<file path="config.mk">
export PLATFORM = sky130hd
export DESIGN_NAME = uart_rx
export DESIGN_NICKNAME = d
export VERILOG_FILES = /design/src/rtl/uart_pkg.sv /design/src/rtl/uart_sync.sv /design/src/rtl/uart_rx.sv
export SDC_FILE = /design/constraint.sdc
export NUM_CORES = 1
export LEC_CHECK = 0
export CAP_MARGIN = 0
export CORE_ASPECT_RATIO = 1.75
export CORE_UTILIZATION = 36
export CTS_BUF_LIST = sky130_fd_sc_hd__clkbuf_16
export DETAILED_ROUTE_END_ITERATION = 16
export SLEW_MARGIN = 15
export SYNTH_ARGS = -nofsm -noshare
export SYNTH_HDL_FRONTEND = slang
export SYNTH_SLANG_ARGS = --single-unit
</file>
<file path="constraint.sdc">
create_clock -name clk -period 4.97 [get_ports clk]
set_input_delay 1.2425 -clock clk [delete_from_list [all_inputs] [get_ports clk]]
set_output_delay 1.2425 -clock clk [all_outputs]
set_load 0.005 [all_outputs]
</file>
<file path="src/rtl/uart_pkg.sv">
// uart_pkg: definitions shared by the UART receiver and transmitter.
//   DEFAULT_CLKS_PER_BIT : default bit period in clk cycles (100 MHz / 115200)
//   UART_DATA_BITS       : payload bits per frame
//   rx_state_t           : receiver FSM state encoding
package uart_pkg;

  localparam int DEFAULT_CLKS_PER_BIT = 868;
  localparam int UART_DATA_BITS       = 8;

  typedef enum logic [1:0] {
    IDLE  = 2'd0,
    START = 2'd1,
    DATA  = 2'd2,
    STOP  = 2'd3
  } rx_state_t;

endpackage

</file>
<file path="src/rtl/uart_sync.sv">
// uart_sync: two-flop synchronizer for a single asynchronous input.
//   clk   in  destination clock
//   rst_n in  async active-low reset, loads RESET_VAL into both flops
//   i_d   in  asynchronous input
//   o_q   out synchronized output
module uart_sync #(
  parameter logic RESET_VAL = 1'b1
) (
  input  logic clk,
  input  logic rst_n,
  input  logic i_d,
  output logic o_q
);

  logic r_meta;
  logic r_sync;

  always_ff @(posedge clk or negedge rst_n) begin
    if (!rst_n) begin
      r_meta <= RESET_VAL;
      r_sync <= RESET_VAL;
    end else begin
      r_meta <= i_d;
      r_sync <= r_meta;
    end
  end

  assign o_q = r_sync;

endmodule

</file>
<file path="src/rtl/uart_rx.sv">
// uart_rx: 8N1 asynchronous serial receiver, LSB first, fixed baud.
//   clk       in  system clock
//   rst_n     in  async active-low reset
//   rx        in  serial line (async, idles high)
//   data      out received byte, stable while valid
//   valid     out data holds an unconsumed byte
//   ready     in  consumer takes data when valid && ready
//   frame_err out one-cycle pulse: stop bit low, byte discarded
//   overrun   out one-cycle pulse: byte completed while output full, dropped
//
// state | meaning
// IDLE  | waiting for a 1->0 transition on the synchronized line
// START | half a bit period in, confirm the start bit is still low
// DATA  | sample one data bit per bit period, LSB first
// STOP  | sample the stop bit, deliver or discard the byte
module uart_rx
  import uart_pkg::*;
#(
  parameter int CLKS_PER_BIT = DEFAULT_CLKS_PER_BIT
) (
  input  logic                      clk,
  input  logic                      rst_n,
  input  logic                      rx,
  output logic [UART_DATA_BITS-1:0] data,
  output logic                      valid,
  input  logic                      ready,
  output logic                      frame_err,
  output logic                      overrun
);

  localparam int            CW        = $clog2(CLKS_PER_BIT);
  localparam logic [CW-1:0] HALF_LAST = CW'(CLKS_PER_BIT / 2 - 1);
  localparam logic [CW-1:0] BIT_LAST  = CW'(CLKS_PER_BIT - 1);
  localparam logic [2:0]    IDX_LAST  = 3'(UART_DATA_BITS - 1);

  logic                      w_rx_s;
  logic                      r_rx_q;
  rx_state_t                 r_state;
  logic [CW-1:0]             r_cnt;
  logic [2:0]                r_idx;
  logic [UART_DATA_BITS-1:0] r_shift;
  logic [UART_DATA_BITS-1:0] r_data;
  logic                      r_valid;
  logic                      r_frame_err;
  logic                      r_overrun;

  uart_sync #(.RESET_VAL(1'b1)) u_sync (
    .clk  (clk),
    .rst_n(rst_n),
    .i_d  (rx),
    .o_q  (w_rx_s)
  );

  always_ff @(posedge clk or negedge rst_n) begin
    if (!rst_n) begin
      r_rx_q      <= 1'b1;
      r_state     <= IDLE;
      r_cnt       <= '0;
      r_idx       <= '0;
      r_shift     <= '0;
      r_data      <= '0;
      r_valid     <= 1'b0;
      r_frame_err <= 1'b0;
      r_overrun   <= 1'b0;
    end else begin
      r_rx_q      <= w_rx_s;
      r_frame_err <= 1'b0;
      r_overrun   <= 1'b0;
      // Consumer handshake; a byte completing this same cycle reloads valid below.
      if (r_valid && ready) r_valid <= 1'b0;

      case (r_state)
        IDLE: begin
          if (r_rx_q && !w_rx_s) begin
            r_state <= START;
            r_cnt   <= '0;
          end
        end
        START: begin
          if (r_cnt == HALF_LAST) begin
            r_cnt <= '0;
            if (!w_rx_s) begin
              r_state <= DATA;
              r_idx   <= '0;
            end else begin
              r_state <= IDLE;
            end
          end else begin
            r_cnt <= r_cnt + 1'b1;
          end
        end
        DATA: begin
          if (r_cnt == BIT_LAST) begin
            r_cnt          <= '0;
            r_shift[r_idx] <= w_rx_s;
            r_idx          <= r_idx + 3'd1;
            if (r_idx == IDX_LAST) r_state <= STOP;
          end else begin
            r_cnt <= r_cnt + 1'b1;
          end
        end
        STOP: begin
          if (r_cnt == BIT_LAST) begin
            r_cnt   <= '0;
            // Back in IDLE at the stop sample so a back-to-back start is caught.
            r_state <= IDLE;
            if (w_rx_s) begin
              if (!r_valid || ready) begin
                r_data  <= r_shift;
                r_valid <= 1'b1;
              end else begin
                r_overrun <= 1'b1;
              end
            end else begin
              r_frame_err <= 1'b1;
            end
          end else begin
            r_cnt <= r_cnt + 1'b1;
          end
        end
        default: r_state <= IDLE;
      endcase
    end
  end

  assign data      = r_data;
  assign valid     = r_valid;
  assign frame_err = r_frame_err;
  assign overrun   = r_overrun;

endmodule

</file>
==> impl_metrics.json <==
{
  "postPlaceCellArea_um2": 2030,
  "grt_pass1_vias": 1405,
  "clock.fmax_mhz": 421,
  "vias_per_cell": 5.62,
  "synth_top_area_share_pct": 46.4,
  "path_buf_inv": 1,
  "final_common_cell": "dfrtp_1",
  "layout-drive-gt1-share_pct": 14.1,
  "critPathRequiredTime_ns": 3.73,
  "cts_resized": 0,
  "ys_warn_count": 0,
  "final_cell_mix": "dfrtp_1 (34), nand2_1 (16), clkdlybuf4s50_1 (14), nor3_1 (13), mux2_1 (11)",
  "antenna_left": 0,
  "totalWireLength_um": 3700,
  "synth_top_area_cell": "dfrtp_1",
  "post_cts_buffers": 0,
  "clock-sinks": 37,
  "synth_seq_area_share_pct": 50.7,
  "setup_viol": 0,
  "grt.total_usage_pct": 15.7,
  "cts_max_path_buffers": 2,
  "finalCriticalPeriod_ns": 2.38,
  "clk_pin_slew_ns": 0.06,
  "die_width_um": 56.0,
  "nets": 192,
  "clock_latency_ns": 0.28,
  "wl_per_cell_um": 15.5,
  "crit_slowest_cell": "clkdlybuf4s50_1",
  "rows": 34,
  "timing_hold_violations_final": 0,
  "crit_fanout": 2,
  "max_stage_delay_ns": 0.50,
  "drc": 0,
  "ys_top_cells_by_area": "dfrtp_1 (46%), mux2_1 (6.8%), dfstp_2 (4.3%)",
  "total_power_mw": 0.864,
  "p_leak_nw": 0.967,
  "synth-edff-count": 0,
  "period_share_pct": 47.8,
  "crit_chain": "clkdlybuf4s50_1",
  "synth_nets": 174,
  "synth_fa_ha_area_share_pct": 2.73,
  "ys_async_sr_fraction_pct": 100,
  "setup_ws_ns": 2.59,
  "power_density_nw_per_um2": 389,
  "drt_iter0_markers": 14,
  "overflow": 0,
  "run_status": "completed",
  "dp_hpwl_um": 2680,
  "cts_made_buffers": 5,
  "path_class": "flop to primary output",
  "vias": 1343,
  "rsz0062_at_grt": "false",
  "synth_flop_cell": "dfrtp_1",
  "placed_cells": 231,
  "fin_util_pct": 45.0,
  "worstSetupEndpointType": "primary output",
  "crit_family": "buffers and inverters",
  "finalInstanceArea_um2": 2220,
  "irDropWorstVdd_uv": 298,
  "final_max_slew_viol_count": 0,
  "ios": 15,
  "synth_top_family_by_area": "simple AND/OR/NAND/NOR gates",
  "cts_tree": "built",
  "antenna_found_initial": 0,
  "place_ws_ns": 2.44,
  "initial_utilization_pct": 37.2,
  "synthXorXnorAreaFrac_pct": 0,
  "slew_headroom_pct": 61.6,
  "synth-compound-area-share_pct": 11.1,
  "syn_to_final_growth_pct": 21.1,
  "synth.distinct_cells": 41,
  "netlist_instances": 166,
  "die_y_um": 96.4,
  "synthMuxAreaShare_pct": 11.5,
  "core_area_um2": 4930,
  "hold_buffers": 0,
  "cp-start-kind": "flop",
  "final.setup.tns_ns": 0,
  "maxCapViolations": 0,
  "cts-root-buf": "clkbuf_16",
  "hold_class": "flop to flop",
  "whs_ns": 0.356,
  "arrival_ns": 1.14,
  "ys_ff_latch": 37,
  "die-area_um2": 5400,
  "n_antenna_cell": 0,
  "dr.pass1.iters": 3,
  "fin_cells": 239,
  "tightestPinTransition_ns": 0.574,
  "place_congestion": 0.777,
  "synth_simple_gate_area_share_pct": 21.8,
  "htree_levels": 2,
  "portBuffers": 14,
  "avgSynthCellArea_um2": 11.0,
  "netlist_area_um2": 1830,
  "grt_max_degree": 38,
  "worst_clock_skew_ns": 0.00292,
  "grt_pass1_wl_um": 6470
}
-- synth_stat cells (4+ instances only) --
master and count:
dfrtp_1 34, nand2_1 16, nor3_1 13, mux2_1 11, o21ai_0 10, inv_1 6
mux2_2 6, nand3_1 6, and3_1 4, ha_1 4, nor2_1 4, o211ai_1 4
-- per-layer routing --
metal / track usage (%) / up-vias / part of all wire [%] / wire length [µm]
li1: - / 649 / - / -
met5: 0 / - / 0 / 0
met1: 15.0 / 668 / 39 / 1460
met2: 31.3 / 19 / 56 / 2070
met3: 3.33 / 7 / 2.5 / 91
met4: 7.72 / 0 / 2.1 / 77
-- state kept, by name (all words and copies together) (netlist names), named ones only --
signal / flops
u_sync.o_q: 1
r_shift: 8
r_state: 1
valid: 1
r_cnt: 10
frame_err: 1
r_idx: 3
data: 8
u_sync.r_meta: 1
overrun: 1
r_rx_q: 1
-- report_power, final --
group	switching [mW]	leakage, nW	internal (mW)
Clock	0.121	0.0938	0.286
Combinational	0.0558	0.379	0.0367
Sequential	0.0380	0.494	0.326
-- path summary, 6_finish.rpt --
| kind | from | to | slack, ns | cells past startpoint |
|---|---|---|---|---|
| max in group asynchronous | rst_n | u_sync.r_meta | 3.23 | 2 |
| setup / recovery | data[7] | data[7] | 2.59 | 1 |
| hold reg to reg | u_sync.r_meta | u_sync.o_q | 0.36 | 0 |
| hold / removal | u_sync.r_meta | u_sync.o_q | 0.36 | 0 |
| min in group asynchronous | rst_n | r_state[0] | 1.38 | 2 |
| setup reg to reg | r_cnt[3] | r_shift[1] | 2.89 | 4 |
-- kinds of logic (layout without fill, tap and decap cells) --
logic type / after synthesis / in the layout
AO/OA/AOI/OAI: 29 / 29
flip-flops: 37 / 37
AND/OR/NAND/NOR: 67 / 67
multiplexers: 19 / 19
buffers and inverters: 10 / 29
adder cells (fa/ha/maj): 4 / 4
-- final cells by class --
cell class | instances | area (µm²)
repair buffers | 15 | 148
inverters | 6 | 22.5
clock buffers | 5 | 125
clock inverters | 3 | 65.1
well taps | 54 | 67.6
multi-input cells | 119 | 863
flip-flops and latches | 37 | 930
fillers | 486 | 2710
No activity file was read; power rests on OpenSTA's default activity.
